`src/rtl/nibble_scatter.sv`:
```
// nibble_scatter
// Scatters the nibble lanes of each accepted input beat into chosen positions
// of a wide output word. The word is offered downstream once every position
// has been written, or earlier on a flush, and is held until it is taken.
//
// Ports
//   clk        : clock, all state changes on the rising edge
//   rst        : synchronous active-high reset
//   in_valid   : input beat valid
//   in_ready   : block can accept a beat (low while a word is held)
//   data_in    : LANES nibbles, lane i at [DATA_WIDTH*i +: DATA_WIDTH]
//   wDest      : per lane 5-bit field {dest[3:0], enable}
//   flush      : offer the partially filled word
//   data_out   : assembled word, position p at [DATA_WIDTH*p +: DATA_WIDTH]
//   fill_mask  : positions written since the last emit
//   out_valid  : assembled word offered
//   out_ready  : downstream takes the word
//   wBusy      : a word is held (same as out_valid)
//   err        : sticky collision flag, cleared only by reset
//
// state | meaning
// IDLE  | no position written yet
// FILL  | some positions written, word not yet complete
// HOLD  | word offered on data_out, waiting for out_ready
module nibble_scatter #(
  parameter int DATA_WIDTH = 4,
  parameter int LANES      = 4,
  parameter int POSITIONS  = 16
) (
  input  logic                             clk,
  input  logic                             rst,
  input  logic                             in_valid,
  output logic                             in_ready,
  input  logic [LANES*DATA_WIDTH-1:0]      data_in,
  input  logic [LANES*5-1:0]               wDest,
  input  logic                             flush,
  output logic [POSITIONS*DATA_WIDTH-1:0]  data_out,
  output logic [POSITIONS-1:0]             fill_mask,
  output logic                             out_valid,
  input  logic                             out_ready,
  output logic                             wBusy,
  output logic                             err
);

  localparam int FIELD_W = 5;
  localparam int DEST_W  = 4;
  localparam int OUT_W   = POSITIONS * DATA_WIDTH;

  typedef enum logic [1:0] {
    IDLE = 2'd0,
    FILL = 2'd1,
    HOLD = 2'd2
  } state_t;

  state_t                 state;
  logic [OUT_W-1:0]       dataReg;
  logic [POSITIONS-1:0]   maskReg;
  logic                   errReg;

  logic [OUT_W-1:0]       nextData;
  logic [POSITIONS-1:0]   nextMask;
  logic [POSITIONS-1:0]   mergedMask;
  logic                   collision;
  logic                   anyEnable;
  logic                   hit;
  logic                   accept;
  logic                   commit;

  assign accept = in_valid && in_ready;
  assign commit = accept && anyEnable;

  // Lanes are visited in ascending order so a higher lane overwrites a lower
  // one aimed at the same position. A lane collides if its position was
  // already filled by an earlier beat or by a lower lane of this beat.
  always_comb begin
    nextData  = dataReg;
    nextMask  = maskReg;
    collision = 1'b0;
    anyEnable = 1'b0;
    hit       = 1'b0;
    for (int i = 0; i < LANES; i++) begin
      anyEnable = anyEnable | wDest[i*FIELD_W];
    end
    for (int p = 0; p < POSITIONS; p++) begin
      hit = 1'b0;
      for (int i = 0; i < LANES; i++) begin
        if (wDest[i*FIELD_W] && (wDest[i*FIELD_W+1 +: DEST_W] == DEST_W'(p))) begin
          if (hit || maskReg[p]) begin
            collision = 1'b1;
          end
          nextData[p*DATA_WIDTH +: DATA_WIDTH] = data_in[i*DATA_WIDTH +: DATA_WIDTH];
          hit = 1'b1;
        end
      end
      if (hit) begin
        nextMask[p] = 1'b1;
      end
    end
  end

  // Mask as it will stand after this edge; drives the IDLE/FILL/HOLD choice
  // so a flush arriving with a beat still includes that beat.
  assign mergedMask = commit ? nextMask : maskReg;

  always_ff @(posedge clk) begin
    if (rst) begin
      state   <= IDLE;
      dataReg <= '0;
      maskReg <= '0;
      errReg  <= 1'b0;
    end else begin
      case (state)
        IDLE, FILL: begin
          if (commit) begin
            dataReg <= nextData;
            maskReg <= nextMask;
            errReg  <= errReg | collision;
          end
          if ((&mergedMask) || (flush && (|mergedMask))) begin
            state <= HOLD;
          end else if (|mergedMask) begin
            state <= FILL;
          end else begin
            state <= IDLE;
          end
        end
        HOLD: begin
          if (out_ready) begin
            dataReg <= '0;
            maskReg <= '0;
            state   <= IDLE;
          end
        end
        default: begin
          state <= IDLE;
        end
      endcase
    end
  end

  assign data_out  = dataReg;
  assign fill_mask = maskReg;
  assign out_valid = (state == HOLD);
  assign wBusy     = (state == HOLD);
  assign in_ready  = (state != HOLD);
  assign err       = errReg;

endmodule

```
`config.mk`:
```
export PLATFORM = sky130hd
export DESIGN_NAME = nibble_scatter
export DESIGN_NICKNAME = d
export VERILOG_FILES = /design/src/rtl/nibble_scatter.sv
export SDC_FILE = /design/constraint.sdc
export NUM_CORES = 1
export LEC_CHECK = 0
export ABC_CLOCK_PERIOD_IN_PS = 6800
export CAP_MARGIN = 20
export CORE_UTILIZATION = 50
export CTS_CLUSTER_DIAMETER = 100
export DETAILED_ROUTE_END_ITERATION = 10
export GPL_TIMING_DRIVEN = 0
export HOLD_SLACK_MARGIN = 0.02
export PLACE_DENSITY = 0.89
export SYNTH_ARGS = -nofsm -noshare
export SYNTH_HDL_FRONTEND = slang
export SYNTH_SLANG_ARGS = --single-unit
```
`constraint.sdc`:
```
create_clock -name clk -period 6.8 [get_ports clk]
set_input_delay 1.36 -clock clk [delete_from_list [all_inputs] [get_ports clk]]
set_output_delay 1.36 -clock clk [all_outputs]
set_load 0.02 [all_outputs]
```
==> results.py <==
metrics = {
    "layout": {
        "drive_gt1_share_pct": 5.248,
        "nets": 1084,
        "area_delta_synth_final_pct": 24.45,
        "final_cell_mix": "167 x nor2_1, 111 x a21oi_1, 111 x clkdlybuf4s50_1, 83 x dfxtp_1, 76 x nand2_1",
        "final_common_cell": "nor2_1",
        "antennaDiodeCount": 0,
        "stdcell_count": 1220,
        "fill_cells": 1174,
    },
    "critical_path": {
        "r2r_start": "state[1]$_SDFFE_PP0P_",
        "crit_family": "simple AND/OR/NAND/NOR gates",
        "worstPathArrival_ns": 4.28,
        "critPathKind": "input port to flip-flop",
        "cp-startpoint": "wDest[0]",
        "slowest_delay_ns": 0.69,
        "end_kind": "flip-flop",
        "worst_r2r_path_depth": 6,
        "cp_max_fo": 9,
        "cp-start-kind": "input port",
        "critPathSlowestCell": "clkdlybuf4s50_1",
        "path_cells": "clkdlybuf4s50_1 -> nor3b_1 -> a22oi_1 -> nand3b_1 -> a21oi_1 -> nor4_1 -> a41oi_1 -> a211oi_1",
        "cp.depth": 8,
        "crit_required_ns": 7.07,
        "reg2reg_setup_slack_ns": 4.25,
        "path_buf_inv": 1,
    },
    "cts": {
        "ctsResizeCount": 0,
        "postCtsHoldBufs": 0,
        "post_cts_buffers": 0,
        "cts.path.max_buffers": 2,
        "clock_latency_ns": 0.36,
        "cts.clk_slew.worst_paths_ns": 0.06,
        "clock-sinks": 83,
        "cts_tree": "done",
        "cts-htree-levels": 3,
        "clock-root-buffer": "clkbuf_16",
        "cts_made_buffers": 9,
    },
    "grt": {
        "grt_use_total_pct": 42.01,
        "antenna_found_initial": 0,
        "grt_max_degree": 16,
        "grt_overflow_total": 0,
        "grt_pass1_vias": 7246,
        "grt_pass1_wl_microns": 41730,
    },
    "floorplan": {
        "io_pins": 125,
        "die_w_microns": 116.5,
        "start_util_pct": 51.56,
        "coreArea_sq_mm": 0.01272,
        "row_count": 41,
        "die_area_sq_mm": 0.01358,
        "die_h_microns": 116.5,
    },
    "power": {
        "power_mw": 1.434,
        "peakVddDrop_uv": 142.9,
        "power.density_mw_per_mm2": 175.7,
        "p_leak_nw": 3.081,
    },
    "drt": {
        "routedWlPerCell_microns": 23.23,
        "antenna_left": 0,
        "first_iter_violations": 1228,
        "via_per_inst": 6.661,
        "routed-via-count": 8126,
        "dr.pass1.iters": 7,
        "post-route-drc-count": 0,
        "wirelength_microns": 28340,
    },
    "min_path": {
        "hold_depth": 2,
        "worst_hold_startpoint": "data_out[8]$_SDFFE_PP0P_",
        "hold_class": "flip-flop to flip-flop",
    },
    "yosys": {
        "synth_nets": 962,
        "async_flop_share_pct": 0,
        "synth.ff_latch_count": 83,
        "synth_seq_area_share_pct": 25.33,
        "yosysUniqueCellTypes": 69,
        "syn_inst": 921,
        "synthesis.area_sq_mm": 0.006560,
        "synth_edf_count": 0,
        "syn_avg_cell_area_sq_um": 7.123,
        "synth-main-ff-cell": "dfxtp_1",
        "synth_warnings": 0,
    },
    "sta": {
        "hold_viol": 0,
        "max_freq_mhz": 249.3,
        "rsz0062_at_grt": "no",
        "tightest_slew_ns": 0.9697,
        "finClkSkew_ns": 0.01318,
        "slew_viol_final": 0,
        "fin_crit_ns": 4.011,
        "period_share_pct": 58.98,
        "slew_headroom_pct": 35.11,
        "timing.setup.tns_ns": 0,
        "timing.final.ws_setup_ns": 2.789,
        "finalSetupViolations": 0,
    },
    "placed_design": {
        "port_buffers": 111,
        "place_inst": 1204,
        "place_ws_ns": 2.590,
        "post-dp-hpwl_microns": 21770,
        "gp_congestion": 1.008,
    },
    "run_status": {
        "status": "complete, no violations",
    },
    "job": {
        "cap_violations": 0,
    },
}
[flip-flops by register name, indices dropped and copies added, names as in the netlist]
name       cells
err            1
fill_mask     16
state          2
data_out      64
[kinds of logic after synthesis]
logic type                 share of synthesized area (%)
and+or+nand+nor                                    27.64
AOI/OAI and AO/OA                                  30.10
DFF                                                25.33
buffers and inverters                              5.417
muxes                                              11.21
adders and majority gates                         0.3052
[worst register-to-register path, stage by stage (launching register included)]
cell,delay (ns)
dfxtp_1,0.31
clkbuf_1,0.22
nor2_1,0.67
clkbuf_1,0.66
a21oi_1,0.28
a2bb2oi_1,0.22
nor2_1,0.05
[synthesized netlist by cell type (all sizes together), types with 10 or more instances]
cell     number  area, sq um
dfxtp        83         1662
o22ai        11        75.07
a2bb2oi      37        324.1
clkbuf       55        209.0
mux2i        69        690.7
nand3        28        140.1
a31oi        18        112.6
nor2b        12        75.07
a211o        12        105.1
a21oi       113        573.1
nand2b       10        65.06
nand2        76        285.3
nor3         16        90.09
buf          20        120.1
o21ai        22        110.1
a22oi        11        87.58
or3          16        100.1
a211oi       39        292.8
nor2        172        658.1
[per-stage QoR]
step	util, %	hold slack [ns]	cell area (sq um)
2_1_floorplan	-	0.5107	6560
3_3_place_gp	61.99	0.4420	7886
3_5_place_dp	61.99	0.4505	7886
4_1_cts	64.17	0.4598	8164
5_1_grt	64.17	0.4891	8164
6_report	64.17	0.4601	8164
[where the power goes]
part | internal, mW | total (mW) | leakage, nW | switching (mW)
clock | 0.252 | 0.481 | 0.131 | 0.228
combinational | 0.156 | 0.425 | 2.28 | 0.269
sequential | 0.506 | 0.529 | 0.671 | 0.0225
[path summary, 6_finish.rpt]
kind	end
worst min-delay path	data_out[8]$_SDFFE_PP0P_
worst min register to register	data_out[8]$_SDFFE_PP0P_
worst max-delay path	state[1]$_SDFFE_PP0P_
worst max register to register	data_out[52]$_SDFFE_PP0P_
[final cells by class]
cell class / instances / area, sq um / share of cell area (%)
Sequential cell: 83 / 1662 / 20.35
Timing Repair Buffer: 111 / 1111 / 13.61
Tap cell: 172 / 215.2 / 2.636
Buffer: 75 / 329.1 / 4.031
Clock inverter: 6 / 48.80 / 0.5977
Inverter: 7 / 26.28 / 0.3218
Clock buffer: 10 / 229.0 / 2.805
Multi-Input combinational cell: 756 / 4543 / 55.65
[per-layer routing]
metal / up-vias / routed length [microns] / GRT usage, %
met5: - / 0 / 0
met4: 0 / 1867 / 28.44
met3: 145 / 3585 / 10.22
met2: 620 / 11970 / 61.70
met1: 3707 / 10920 / 54.29
li1: 3654 / - / -
(Power assumes the default switching activity.)
